==> config.mk <==
export PLATFORM = sky130hd
export DESIGN_NAME = fifo_burst_reader_flat
export DESIGN_NICKNAME = d
export VERILOG_FILES = /design/src/rtl/fifo_burst_reader_if.sv /design/src/rtl/fifo_burst_reader.sv /design/src/flat_wrapper.sv
export SDC_FILE = /design/constraint.sdc
export NUM_CORES = 1
export LEC_CHECK = 0
export ABC_AREA = 1
export CORE_ASPECT_RATIO = 0.75
export CORE_MARGIN = 4
export CORE_UTILIZATION = 48
export DETAILED_ROUTE_END_ITERATION = 12
export GPL_TIMING_DRIVEN = 0
export HOLD_SLACK_MARGIN = 0.06
export MAX_ROUTING_LAYER = met4
export PLACE_DENSITY_LB_ADDON = 0.05
export SLEW_MARGIN = 20
export SYNTH_ARGS = -nofsm -noshare
export SYNTH_HDL_FRONTEND = slang
export SYNTH_SLANG_ARGS = --single-unit
==> constraint.sdc <==
create_clock -name clk_i -period 2.6 [get_ports clk_i]
set_input_delay 0.65 -clock clk_i [delete_from_list [all_inputs] [get_ports clk_i]]
set_output_delay 0.65 -clock clk_i [all_outputs]
set_load 0.01 [all_outputs]
==> src/rtl/fifo_burst_reader_if.sv <==
// FIFO read port and valid/ready stream bundle for fifo_burst_reader.
// master = the burst reader, slave = FIFO plus downstream consumer.
interface fifo_burst_reader_if #(
    parameter int DATA_WIDTH = 32
);
    logic                  fifo_empty_i;
    logic                  fifo_rd_en_o;
    logic [DATA_WIDTH-1:0] fifo_data_i;
    logic                  m_valid_o;
    logic                  m_ready_i;
    logic [DATA_WIDTH-1:0] m_data_o;
    logic                  m_last_o;

    modport master (
        input  fifo_empty_i, fifo_data_i, m_ready_i,
        output fifo_rd_en_o, m_valid_o, m_data_o, m_last_o
    );

    modport slave (
        output fifo_empty_i, fifo_data_i, m_ready_i,
        input  fifo_rd_en_o, m_valid_o, m_data_o, m_last_o
    );
endinterface

==> src/rtl/fifo_burst_reader.sv <==
// Burst read master for a 1-cycle-latency BRAM FIFO: pulls len_i words and
// streams them out through a 2-entry skid buffer, tagging the last word.
module fifo_burst_reader #(
    parameter int DATA_WIDTH = 32,
    parameter int LEN_WIDTH  = 8
) (
    input  logic                 clk_i,
    input  logic                 rst_i,
    input  logic                 start_i,
    input  logic [LEN_WIDTH-1:0] len_i,
    output logic                 busy_o,
    output logic                 done_o,
    fifo_burst_reader_if.master  bus
);
    typedef enum logic [1:0] {IDLE, RUN, FLUSH} state_t;

    localparam logic [LEN_WIDTH-1:0] LEN_ONE = LEN_WIDTH'(1);

    state_t                state;
    logic [LEN_WIDTH-1:0]  issue_cnt;
    logic [LEN_WIDTH-1:0]  out_cnt;
    logic [DATA_WIDTH-1:0] skid0;
    logic [DATA_WIDTH-1:0] skid1;
    logic [1:0]            occ;
    logic                  inflight;
    logic                  done_q;
    logic                  rd_en;
    logic                  pop;

    assign pop = (occ != 2'd0) && bus.m_ready_i;

    // A read may only issue if its word will have a free slot when it lands;
    // the pop term is added on the right to keep the sum unsigned.
    assign rd_en = (state == RUN) && !bus.fifo_empty_i && (issue_cnt != '0) &&
                   (({1'b0, occ} + {2'b00, inflight}) < (3'd2 + {2'b00, pop}));

    always_ff @(posedge clk_i) begin
        if (rst_i) begin
            state     <= IDLE;
            issue_cnt <= '0;
            out_cnt   <= '0;
            skid0     <= '0;
            skid1     <= '0;
            occ       <= '0;
            inflight  <= 1'b0;
            done_q    <= 1'b0;
        end else begin
            done_q   <= 1'b0;
            inflight <= rd_en;

            if (rd_en) begin
                issue_cnt <= issue_cnt - LEN_ONE;
            end
            if (pop) begin
                out_cnt <= out_cnt - LEN_ONE;
            end

            case (state)
                IDLE: begin
                    if (start_i) begin
                        if (len_i == '0) begin
                            done_q <= 1'b1;
                        end else begin
                            issue_cnt <= len_i;
                            out_cnt   <= len_i;
                            state     <= RUN;
                        end
                    end
                end
                RUN: begin
                    if (rd_en && (issue_cnt == LEN_ONE)) begin
                        state <= FLUSH;
                    end
                end
                FLUSH: begin
                    if (pop && (out_cnt == LEN_ONE)) begin
                        state  <= IDLE;
                        done_q <= 1'b1;
                    end
                end
                default: state <= IDLE;
            endcase

            // skid0 is always the head; a capture lands behind whatever survives the pop
            case ({inflight, pop})
                2'b10: begin
                    if (occ == 2'd0) begin
                        skid0 <= bus.fifo_data_i;
                    end else begin
                        skid1 <= bus.fifo_data_i;
                    end
                    occ <= occ + 2'd1;
                end
                2'b01: begin
                    skid0 <= skid1;
                    occ   <= occ - 2'd1;
                end
                2'b11: begin
                    if (occ == 2'd1) begin
                        skid0 <= bus.fifo_data_i;
                    end else begin
                        skid0 <= skid1;
                        skid1 <= bus.fifo_data_i;
                    end
                end
                default: ;
            endcase
        end
    end

    assign busy_o           = (state != IDLE);
    assign done_o           = done_q;
    assign bus.fifo_rd_en_o = rd_en;
    assign bus.m_valid_o    = (occ != 2'd0);
    assign bus.m_data_o     = skid0;
    assign bus.m_last_o     = (occ != 2'd0) && (out_cnt == LEN_ONE);
endmodule

==> src/flat_wrapper.sv <==
// flat-port wrapper written by rule: the top's interface ports become plain ports
module fifo_burst_reader_flat 
#(
    parameter int DATA_WIDTH = 32,
    parameter int LEN_WIDTH  = 8
)
  (clk_i, rst_i, start_i, len_i, busy_o, done_o, bus_fifo_empty_i, bus_fifo_data_i, bus_m_ready_i, bus_fifo_rd_en_o, bus_m_valid_o, bus_m_data_o, bus_m_last_o);
  fifo_burst_reader_if #(.DATA_WIDTH(DATA_WIDTH)) bus_i ();
  input  logic clk_i;
  input  logic rst_i;
  input  logic start_i;
  input  logic [LEN_WIDTH-1:0] len_i;
  output logic busy_o;
  output logic done_o;
  input wire logic [$bits(bus_i.fifo_empty_i)-1:0] bus_fifo_empty_i;
  input wire logic [$bits(bus_i.fifo_data_i)-1:0] bus_fifo_data_i;
  input wire logic [$bits(bus_i.m_ready_i)-1:0] bus_m_ready_i;
  output wire logic [$bits(bus_i.fifo_rd_en_o)-1:0] bus_fifo_rd_en_o;
  output wire logic [$bits(bus_i.m_valid_o)-1:0] bus_m_valid_o;
  output wire logic [$bits(bus_i.m_data_o)-1:0] bus_m_data_o;
  output wire logic [$bits(bus_i.m_last_o)-1:0] bus_m_last_o;
  assign bus_i.fifo_empty_i = bus_fifo_empty_i;
  assign bus_i.fifo_data_i = bus_fifo_data_i;
  assign bus_i.m_ready_i = bus_m_ready_i;
  assign bus_fifo_rd_en_o = bus_i.fifo_rd_en_o;
  assign bus_m_valid_o = bus_i.m_valid_o;
  assign bus_m_data_o = bus_i.m_data_o;
  assign bus_m_last_o = bus_i.m_last_o;
  fifo_burst_reader #(.DATA_WIDTH(DATA_WIDTH), .LEN_WIDTH(LEN_WIDTH)) u_core (.clk_i(clk_i), .rst_i(rst_i), .start_i(start_i), .len_i(len_i), .busy_o(busy_o), .done_o(done_o), .bus(bus_i));
endmodule
## Word level (Yosys, flattened, before mapping)

Index checks and enable logic that the tools add are counted.

- Flip-flop bits (word level): 86
- Memories: 0
- Latch bits: 0
- ROM bits: 0
- Logic and storage cells: 74
- Bits in writable memories: 0
- Output and inout bits: 37
- Input port bits: 45

- Mux-type cells: 24
- $mul: 0
- Div/mod/pow operators: 0
- Equality and inequality tests: 15
- Magnitude comparators: 1
- Add/sub/neg operators: 6
- Bitwise gates (word level): 0
- Reduce and logical (&&, ||, !) cells: 20
- Shifts and indexed selects: 0

Operator list:

| operator | count |
|---|---|
| 32-bit 2-to-1 mux | 4 |
| 32-bit one-hot mux with 3 select lines | 1 |
| 8-bit 2-to-1 mux | 8 |
| 32-bit one-hot mux with 2 select lines | 1 |
| 8-bit by 1-bit equality test with 1-bit output, second input constant | 2 |
| 8-bit by 1-bit subtractor with 8-bit output, second input constant | 2 |
| 2-bit inequality test, second input constant | 5 |
| 8-bit logical NOT | 1 |
| 2-bit 2-to-1 mux | 4 |
| 2-bit nonzero test | 4 |
| 8-bit nonzero test | 1 |
| 1-bit logical AND | 7 |
| 2-bit by 1-bit equality test with 1-bit output, second input constant | 3 |
| 2-bit equality test, second input constant | 3 |
| 2-bit one-hot mux with 3 select lines | 1 |
| 2-bit logical NOT | 2 |
| 2-bit by 1-bit inequality test with 1-bit output, second input constant | 2 |
| 2-bit one-hot mux with 2 select lines | 1 |
| 4-bit AND reduction | 1 |
| 2-bit by 1-bit adder with 3-bit output | 1 |
| 2-bit by 1-bit adder with 3-bit output, first input constant | 1 |
| 3-bit < comparator | 1 |
| 1-bit 2-to-1 mux | 3 |
| 3-bit AND reduction | 1 |
| 6 further kinds | 6 |

## Longest topological paths before layout

Gate-level depths: netlist of run 1.

- Depth after elaboration: 9
- Depth in mapped cells: 12
- Mapped depth without buffers: 11

## Worst setup path after synthesis of run 1

Ideal clock, no wire load.

- Kind: flip-flop to flip-flop
- Start: reg u_core.occ[0]
- End: reg u_core.skid1[10]
- Buffers on the path: 1
- Clock period less this slack: 1.984 ns
- Setup time: 0.116 ns
- Cell stages (with the launch flop): 13
- Slack: 0.616 ns
- Data required time: 2.484 ns
- Data arrival time: 1.869 ns
- Path through: dfxtp_1 -> inv_1 -> ha_1 -> nor2_4 -> inv_2 -> ha_1 -> nand2_1 -> nand2_1 -> nor2_1 -> inv_1 -> clkbuf_1 -> nor2_1 -> nor2_1

- Longest elaborated chain between the ends: 5
- Elaborated cells on any way between the ends: 11
- Classes of those cells: 5 x eq/ne; 1 x mux; 5 x reduce/logical

Ends and longest elaborated chain:

| element | line | source |
|---|---|---|
| start: declaration | fifo_burst_reader.sv:24 | `logic [1:0] occ;` |
| start signal: assignment | fifo_burst_reader.sv:92 | `occ <= occ + 2'd1;` |
| start signal: assignment | fifo_burst_reader.sv:96 | `occ <= occ - 2'd1;` |
| 2-bit nonzero test | fifo_burst_reader.sv:30 | `assign pop = (occ != 2'd0) && bus.m_ready_i;` |
| 1-bit logical AND | fifo_burst_reader.sv:30 |  |
| 2-bit equality test | fifo_burst_reader.sv:85 | `case ({inflight, pop})` |
| 2-bit inequality test (no source line) / 2-bit nonzero test (equally long branches) | n/a |  |
| 3-bit AND reduction (no source line) | n/a |  |
| end signal: assignment | fifo_burst_reader.sv:90 | `skid1 <= bus.fifo_data_i;` |
| end signal: assignment | fifo_burst_reader.sv:103 | `skid1 <= bus.fifo_data_i;` |
| end: declaration | fifo_burst_reader.sv:23 | `logic [DATA_WIDTH-1:0] skid1;` |

Several ways; a longest one is shown, not always the timed one.
A chain may end at the register's enable or synchronous reset.

## Worst setup path after layout of run 1

- Start: reg u_core.inflight
- End: out bus_fifo_rd_en_o

- Longest elaborated chain between the ends: 3

Ends and longest elaborated chain:

| element | line | source |
|---|---|---|
| start: declaration | fifo_burst_reader.sv:25 | `logic inflight;` |
| start signal: assignment | fifo_burst_reader.sv:49 | `inflight <= rd_en;` |
| 2-bit by 1-bit adder with 3-bit output | fifo_burst_reader.sv:35 | `(({1'b0, occ} + {2'b00, inflight}) < (3'd2 + {2'b00, pop}));` |
| 3-bit < comparator | fifo_burst_reader.sv:35 |  |
| 1-bit logical AND | fifo_burst_reader.sv:34 | `assign rd_en = (state == RUN) && !bus.fifo_empty_i && (issue_cnt != '0) &&` |
| end: declaration | flat_wrapper.sv:18 | `output wire logic [$bits(bus_i.fifo_rd_en_o)-1:0] bus_fifo_rd_en_o;` |

No other way between the ends.

==> results of run 1 <==
-- placed cells by master, fill, tap and decap left out, drive strengths merged --
| cell type | synthesis | routed |
|---|---|---|
| o21ai | 95 | 95 |
| nor2 | 88 | 88 |
| dfxtp | 86 | 86 |
| clkdlybuf4s50 | 0 | 78 |
| inv | 76 | 76 |
| nand2 | 53 | 53 |
| nand3 | 41 | 41 |
| clkbuf | 22 | 33 |
| a21oi | 31 | 31 |
| o211ai | 24 | 24 |
| ha | 12 | 12 |
| buf | 9 | 11 |
| nand4 | 9 | 9 |
| o221ai | 9 | 9 |
| clkinv | 2 | 6 |
| xor2 | 4 | 4 |
| dlygate4sd2 | 0 | 2 |
| nor4 | 1 | 1 |
| nand3b | 1 | 1 |
| nor3 | 1 | 1 |
| clkinvlp | 0 | 1 |
-- cells in the mapped netlist (4+ instances only) --
cell | number | area share [%]
a21oi_1 | 30 | 3.6
buf_2 | 4 | 0.49
clkbuf_1 | 22 | 2.0
dfxtp_1 | 86 | 42
ha_1 | 12 | 3.6
inv_1 | 73 | 6.7
nand2_1 | 51 | 4.7
nand3_1 | 38 | 4.6
nand4_1 | 9 | 1.4
nor2_1 | 81 | 7.4
nor2_2 | 4 | 0.61
o211ai_1 | 24 | 4.4
o21ai_0 | 88 | 11
o21ai_1 | 6 | 0.73
o221ai_1 | 9 | 1.9
xor2_1 | 4 | 0.85
-- path summary, 6_finish.rpt --
check / start / endpoint / slack [ns] / depth (start not counted)
setup / recovery: u_core.inflight$_SDFF_PP0_ / bus_fifo_rd_en_o / 0.19 / 8
hold / removal: u_core.bus.m_data_o[7]$_SDFFE_PP0P_ / u_core.bus.m_data_o[7]$_SDFFE_PP0P_ / 0.50 / 2
setup reg to reg: u_core.occ[1]$_SDFFE_PP0P_ / u_core.bus.m_data_o[5]$_SDFFE_PP0P_ / 0.26 / 12
hold reg to reg: u_core.bus.m_data_o[7]$_SDFFE_PP0P_ / u_core.bus.m_data_o[7]$_SDFFE_PP0P_ / 0.50 / 2
-- repair_timing --
item                       4_1_cts  5_1_grt
setup endpoints to repair       14       27
buffers inserted                 0        2
pin swaps                        1        1
resized for setup                4        5
-- power by group --
part,total (mW),switching [mW],internal [mW]
clock network,1.15,0.511,0.635
logic,1.86,1.01,0.845
registers,1.77,0.162,1.61
total,4.78,1.69,3.09
-- metrics by stage --
stage | setup slack, ns | power, mW | hold slack (ns) | instance area (sq um) | util [%]
floorplan | 0.616 | 2.85 | 0.470 | 4110 | -
global route | 0.0266 | 5.11 | 0.529 | 5330 | 65.6
detailed placement | -0.378 | 3.65 | 0.486 | 5060 | 62.2
global placement | -0.376 | 3.61 | 0.482 | 5060 | 62.2
CTS | 0.00803 | 4.80 | 0.505 | 5310 | 65.3
finish | 0.190 | 4.78 | 0.498 | 5330 | 65.6
-- worst min-delay path, cell delays in order, from the launching register on --
cell and delay (ns):
dfxtp_1 0.32, o211ai_1 0.09, inv_1 0.05
-- per-layer routing --
| metal | share of wire, % | wire length [um] | global-route usage [%] |
|---|---|---|---|
| met5 | 0 | 0 | - |
| met4 | 1.5 | 170 | 7.46 |
| met3 | 7.0 | 777 | 5.04 |
| met2 | 44 | 4900 | 35.5 |
| met1 | 47 | 5210 | 32.4 |
-- logic make-up (layout without fill, tap and decap cells) --
logic type      after synthesis  count (layout)
fa+ha+maj                    12              12
xor+xnor                      4               4
simple gates                194             194
buf+inv                     109             207
flops                        86              86
compound gates              159             159
-- state kept, by name, summed over array words and instances, names as in the netlist --
signal               cells
u_core.bus.m_data_o     32
u_core.done_o            1
u_core.inflight          1
u_core.issue_cnt         8
u_core.occ               2
u_core.out_cnt           8
u_core.skid1            32
u_core.state             2
-- area by class of cell --
class / count / area [sq um] / area share, %
inverter: 78 / 293 / 5.49
timing repair buffer: 83 / 818 / 15.3
multi-input combinational: 369 / 1960 / 36.8
clock inverter: 5 / 27.5 / 0.516
clock buffer: 10 / 229 / 4.29
tap: 105 / 131 / 2.46
buffer: 31 / 148 / 2.77
sequential: 86 / 1720 / 32.3
==> run_results.csv, run 1 <==
group,metric,value,unit
outcome,outcome,"complete, no violations",
clocking,cts.clk_slew.worst_paths,0.06,ns
timing,hold_viol_final,0,
clocking,cts_made_buffers,9,
placed_design,dp_cells,750,
timing,post-route-min-period,2.41,ns
timing,clock.fmax,0.415,GHz
setup_path,crit_chain,"ha_1 > ha_1 > nor2_1 > inv_1 > nor2_1 > nand2_1 > nor2_4 > clkbuf_2",
clocking,ctsHoldBuffers,0,
flow_run,cap_violations,0,
timing,fin_setup_tns,0,ns
setup_path,cp_num_buf_inv,2,
logic_synthesis,synth-edff-count,0,
clocking,clkLatencyLatePin,0.34,ns
grt,grt_pass1_vias,3980,
setup_path,critPathMaxStageDelay,0.35,ns
timing,grt_setup_unrepaired,"false",
logic_synthesis,ys_seq_area_share,41.8,%
finish,nNetsFinal,715,
timing,finalMaxSlewViolations,0,
floorplan,ioPinCount,82,
floorplan,initial_utilization,50.6,%
finish,area_growth,29.6,%
logic_synthesis,synthXorXnorAreaFrac,0.852,%
setup_path,critPathMaxFanout,6,
logic_synthesis,synth_cell_type_count,28,
timing,period_share,92.7,%
timing,setup_viol,0,
logic_synthesis,synthFlopType,"dfxtp_1",
logic_synthesis,syn_area,0.00411,sq mm
setup_path,crit_family,"simple AND/OR/NAND/NOR gates",
drt,routedWlPerCell,14.4,um
placed_design,port_buffers,81,
setup_path,crit_required,1.95,ns
logic_synthesis,mappedNetlistNets,621,
drt,routed_wl,11100,um
setup_path,critical_path_arrival,1.76,ns
finish,num-fill-cells,718,
power_and_ir_drop,p_per_area,896,mW/mm^2
floorplan,die_x,115,um
logic_synthesis,synth_compound_area_share,22.0,%
min_path,hold_path.class,"register to register",
grt,grt_pass1_wl,18700,um
finish,diodes,0,
floorplan,dieArea,0.0101,sq mm
drt,firstDrtPassIters,5,
logic_synthesis,synth_top_family_by_area,"compound AO/OA/AOI/OAI gates",
logic_synthesis,yosys.area_share.simple,21.0,%
clocking,cts_max_path_buffers,2,
drt,vias_per_cell,5.47,
clocking,clock-sinks,86,
setup_path,path_class,"register to output pin",
finish,layout-drive-gt1-share,6.95,%
timing,skew,0.00624,ns
clocking,cts_root_buf,"clkbuf_16",
grt,antenna_found_initial,0,
floorplan,coreArea,0.00813,sq mm
setup_path,cp-start-kind,"register",
logic_synthesis,netlist_instances,564,
logic_synthesis,syn_area_per_cell,7.29,sq um
logic_synthesis,muxShareOfSynthArea,0,%
placed_design,hpwl,8080,um
logic_synthesis,ys_ff_latch,86,
floorplan,rows,28,
timing,timing.slew.headroom,66.3,%
drt,drt_iter0_markers,279,
drt,drc,0,
grt,grt_max_degree,14,
logic_synthesis,synthArstFlopShare,0,%
clocking,cts_tree,"yes",
grt,grt_overflow,0,
drt,ant_nets,0,
finish,instances_no_fill,767,
setup_path,slowest_stage,"dfxtp_1",
grt,grt_usage,23.8,%
timing,worst_slew_pin_slew,0.505,ns
clocking,htreeDepth,3,
setup_path,cp-end-kind,"output pin",
drt,vias,4194,
logic_synthesis,yosysWarnings,0,
power_and_ir_drop,p_leak,2.34,nW
logic_synthesis,yosys.area_share.adder,3.65,%
placed_design,gp_congestion,0.825,
power_and_ir_drop,ir_worst_vdd,0.000489,V
floorplan,die_y,88.2,um
Note: power is estimated with default switching activity, not from simulation.
==> run 2, diff against run 1 <==
--- a/config.mk
+++ b/config.mk
@@ -8,7 +8,7 @@
 export ABC_AREA = 1
 export CORE_ASPECT_RATIO = 0.75
 export CORE_MARGIN = 4
-export CORE_UTILIZATION = 48
+export CORE_UTILIZATION = 47
 export DETAILED_ROUTE_END_ITERATION = 12
 export GPL_TIMING_DRIVEN = 0
 export HOLD_SLACK_MARGIN = 0.06
==> constraint.sdc (replaced) <==
create_clock -name clk_i -period 2.1 [get_ports clk_i]
set_input_delay 0.525 -clock clk_i [delete_from_list [all_inputs] [get_ports clk_i]]
set_output_delay 0.525 -clock clk_i [all_outputs]
set_load 0.01 [all_outputs]
==> run 2 against run 1 <==
The flow now finishes with violations (negative setup slack). Hold slack got worse by 0.00060 ns. Register-to-register slack got worse by 0.17 ns. Non-clock buffer count is 11 higher. First-iteration DRC count increased by 7.5%. Die area up 2.0%. Total power is 33% higher. Critical endpoint unchanged. Largest power group unchanged.
==> run_results.csv, run 2 (synthesis gave the netlist of run 1 again) <==
group,metric,value,unit
placed_design,port_buffers,81,
finish,final_cell_mix,"dfxtp_1, clkdlybuf4s50_1, nor2_1, o21ai_0, inv_1",
timing,skew,0.00555,ns
drt,vias_per_cell,5.39,
power_and_ir_drop,combPwrFrac,40.2,%
timing,grt_setup_unrepaired,"true",
setup_path,cp-start-kind,"register",
power_and_ir_drop,swShare,34.6,%
timing,hold_viol_final,0,
clocking,htreeDepth,3,
grt,grt_usage,23.8,%
setup_path,path_class,"register to output pin",
finish,area_growth,36.7,%
floorplan,die_y,89.0,um
power_and_ir_drop,p_clk_share,24.9,%
timing,layout_setup_ws,-0.0637,ns
setup_path,cp-startpoint,"u_core.occ[0]$_SDFFE_PP0P_",
finish,diodes,0,
setup_path,critical_path_arrival,1.64,ns
setup_path,cp_num_buf_inv,2,
power_and_ir_drop,p_per_area,1130,mW/mm^2
grt,grt_max_degree,14,
setup_path,critPathMaxStageDelay,0.37,ns
finish,mostFrequentLayoutCell,"dfxtp_1",
placed_design,hpwl,8360,um
timing,post-route-min-period,2.16,ns
flow_run,cap_violations,0,
drt,routedWlPerCell,15.1,um
finish,num-fill-cells,745,
floorplan,rows,29,
setup_path,crit_chain,"ha_4 > ha_4 > nor2_4 > inv_2 > nor2_2 > nand2_2 > nor2_4 > buf_6",
setup_path,rr_worst_depth,12,
timing,worst_slew_pin_slew,0.541,ns
finish,nNetsFinal,726,
setup_path,crit_family,"simple AND/OR/NAND/NOR gates",
setup_path,reg2reg_to,"u_core.bus.m_data_o[26]$_SDFFE_PP0P_",
timing,fin_hold_ws,0.498,ns
placed_design,dp_slack,-0.833,ns
min_path,holdPathStages,2,
placed_design,gp_congestion,0.867,
floorplan,dieArea,0.0103,sq mm
drt,drc,0,
drt,firstDrtPassIters,5,
floorplan,initial_utilization,48.5,%
drt,vias,4206,
finish,final_area,0.00562,sq mm
placed_design,postPlaceCellArea,0.00506,sq mm
power_and_ir_drop,ir_worst_vdd,0.000728,V
setup_path,critPathMaxFanout,4,
finish,post-route-util,66.2,%
finish,multi_input_area,0.00206,sq mm
floorplan,ioPinCount,82,
setup_path,critPathCapture,"bus_fifo_rd_en_o",
power_and_ir_drop,p_leak,2.46,nW
floorplan,die_x,116,um
drt,drt_iter0_markers,300,
power_and_ir_drop,finalPower,6.36,mW
timing,timing.slew.headroom,64.0,%
clocking,clkLatencyLatePin,0.33,ns
grt,grt_overflow,0,
drt,routed_wl,11800,um
finish,ff_latch_area,0.00173,sq mm
setup_path,cp-end-kind,"output pin",
setup_path,r2r_setup_slack,0.09,ns
clocking,cts_tree,"yes",
outcome,outcome,"finished, violations left",
grt,grt_pass1_wl,18900,um
setup_path,crit_required,1.57,ns
clocking,cts.clk_slew.worst_paths,0.06,ns
floorplan,coreArea,0.00849,sq mm
outcome,violations,"negative setup slack",
drt,ant_nets,0,
min_path,hold_path.class,"register to register",
clocking,clock-sinks,86,
timing,clock.fmax,0.462,GHz
power_and_ir_drop,p_int,4.16,mW
grt,grt_pass1_vias,3954,
clocking,cts_root_buf,"clkbuf_16",
clocking,cts_max_path_buffers,2,
setup_path,r2r-start,"u_core.occ[0]$_SDFFE_PP0P_",
timing,finalMaxSlewViolations,0,
setup_path,slowest_stage,"dfxtp_4",
timing,setup_viol,1,
timing,period_share,103,%
grt,antenna_found_initial,0,
power_and_ir_drop,p_switching,2.20,mW
clocking,cts_made_buffers,9,
setup_path,path_depth,8,
finish,layout-drive-gt1-share,13.1,%
power_and_ir_drop,p_seq_share,34.9,%
[run 2: worst min-delay path by stage]
stage / start / endpoint / slack (ns)
final: u_core.bus.m_data_o[20]$_SDFFE_PP0P_ / u_core.bus.m_data_o[20]$_SDFFE_PP0P_ / 0.50
after global routing: u_core.bus.m_data_o[11]$_SDFFE_PP0P_ / u_core.bus.m_data_o[11]$_SDFFE_PP0P_ / 0.52
after CTS: u_core.bus.m_data_o[20]$_SDFFE_PP0P_ / u_core.bus.m_data_o[20]$_SDFFE_PP0P_ / 0.50
after detailed placement: u_core.bus.m_data_o[4]$_SDFFE_PP0P_ / u_core.bus.m_data_o[4]$_SDFFE_PP0P_ / 0.48
after global placement: u_core.bus.m_data_o[9]$_SDFFE_PP0P_ / u_core.bus.m_data_o[9]$_SDFFE_PP0P_ / 0.48
after floorplan: u_core.skid1[22]$_SDFFE_PP0P_ / u_core.skid1[22]$_SDFFE_PP0P_ / 0.47
[run 2: worst min-delay path, cell delays in order (launching register included)]
cell and delay, ns:
dfxtp_1 0.32, o211ai_1 0.09, inv_1 0.06
[run 2: timing repair]
item	in CTS	in global routing
setup endpoints to repair	68	65
gates resized for setup	24	81
pin swaps	3	10
buffers inserted	5	8
hold buffers	0	0
[run 2: final cells by class]
cell class,count,area share (%)
multi-input cells,369,36.7
flip-flops and latches,86,30.8
repair buffers,94,16.1
inverters,78,5.30
clock buffers,12,4.38
plain buffers,31,3.54
well taps,108,2.40
clock inverters,3,0.801
[run 2: power by group through the flow]
| stage | Clock (mW) | Sequential [mW] | Combinational (mW) |
|---|---|---|---|
| after global placement | 0 | 2.22 | 2.27 |
| after CTS | 1.61 | 2.20 | 2.40 |
| after detailed placement | 0 | 2.23 | 2.31 |
| after global routing | 1.68 | 2.27 | 2.82 |
| final | 1.58 | 2.22 | 2.56 |
| after floorplan | 0 | 2.31 | 1.22 |
[run 2: layer usage]
metal	track usage [%]	wire (um)
met5	-	0
met4	7.06	125
met3	6.36	901
met2	35.0	5310
met1	32.1	5440
[run 2: through the flow]
step           TNS (ns)  std cells
2_1_floorplan         0        564
3_3_place_gp     -45.03        753
3_5_place_dp     -47.03        753
4_1_cts         -0.0874        773
5_1_grt          -0.482        781
6_report        -0.0637        781
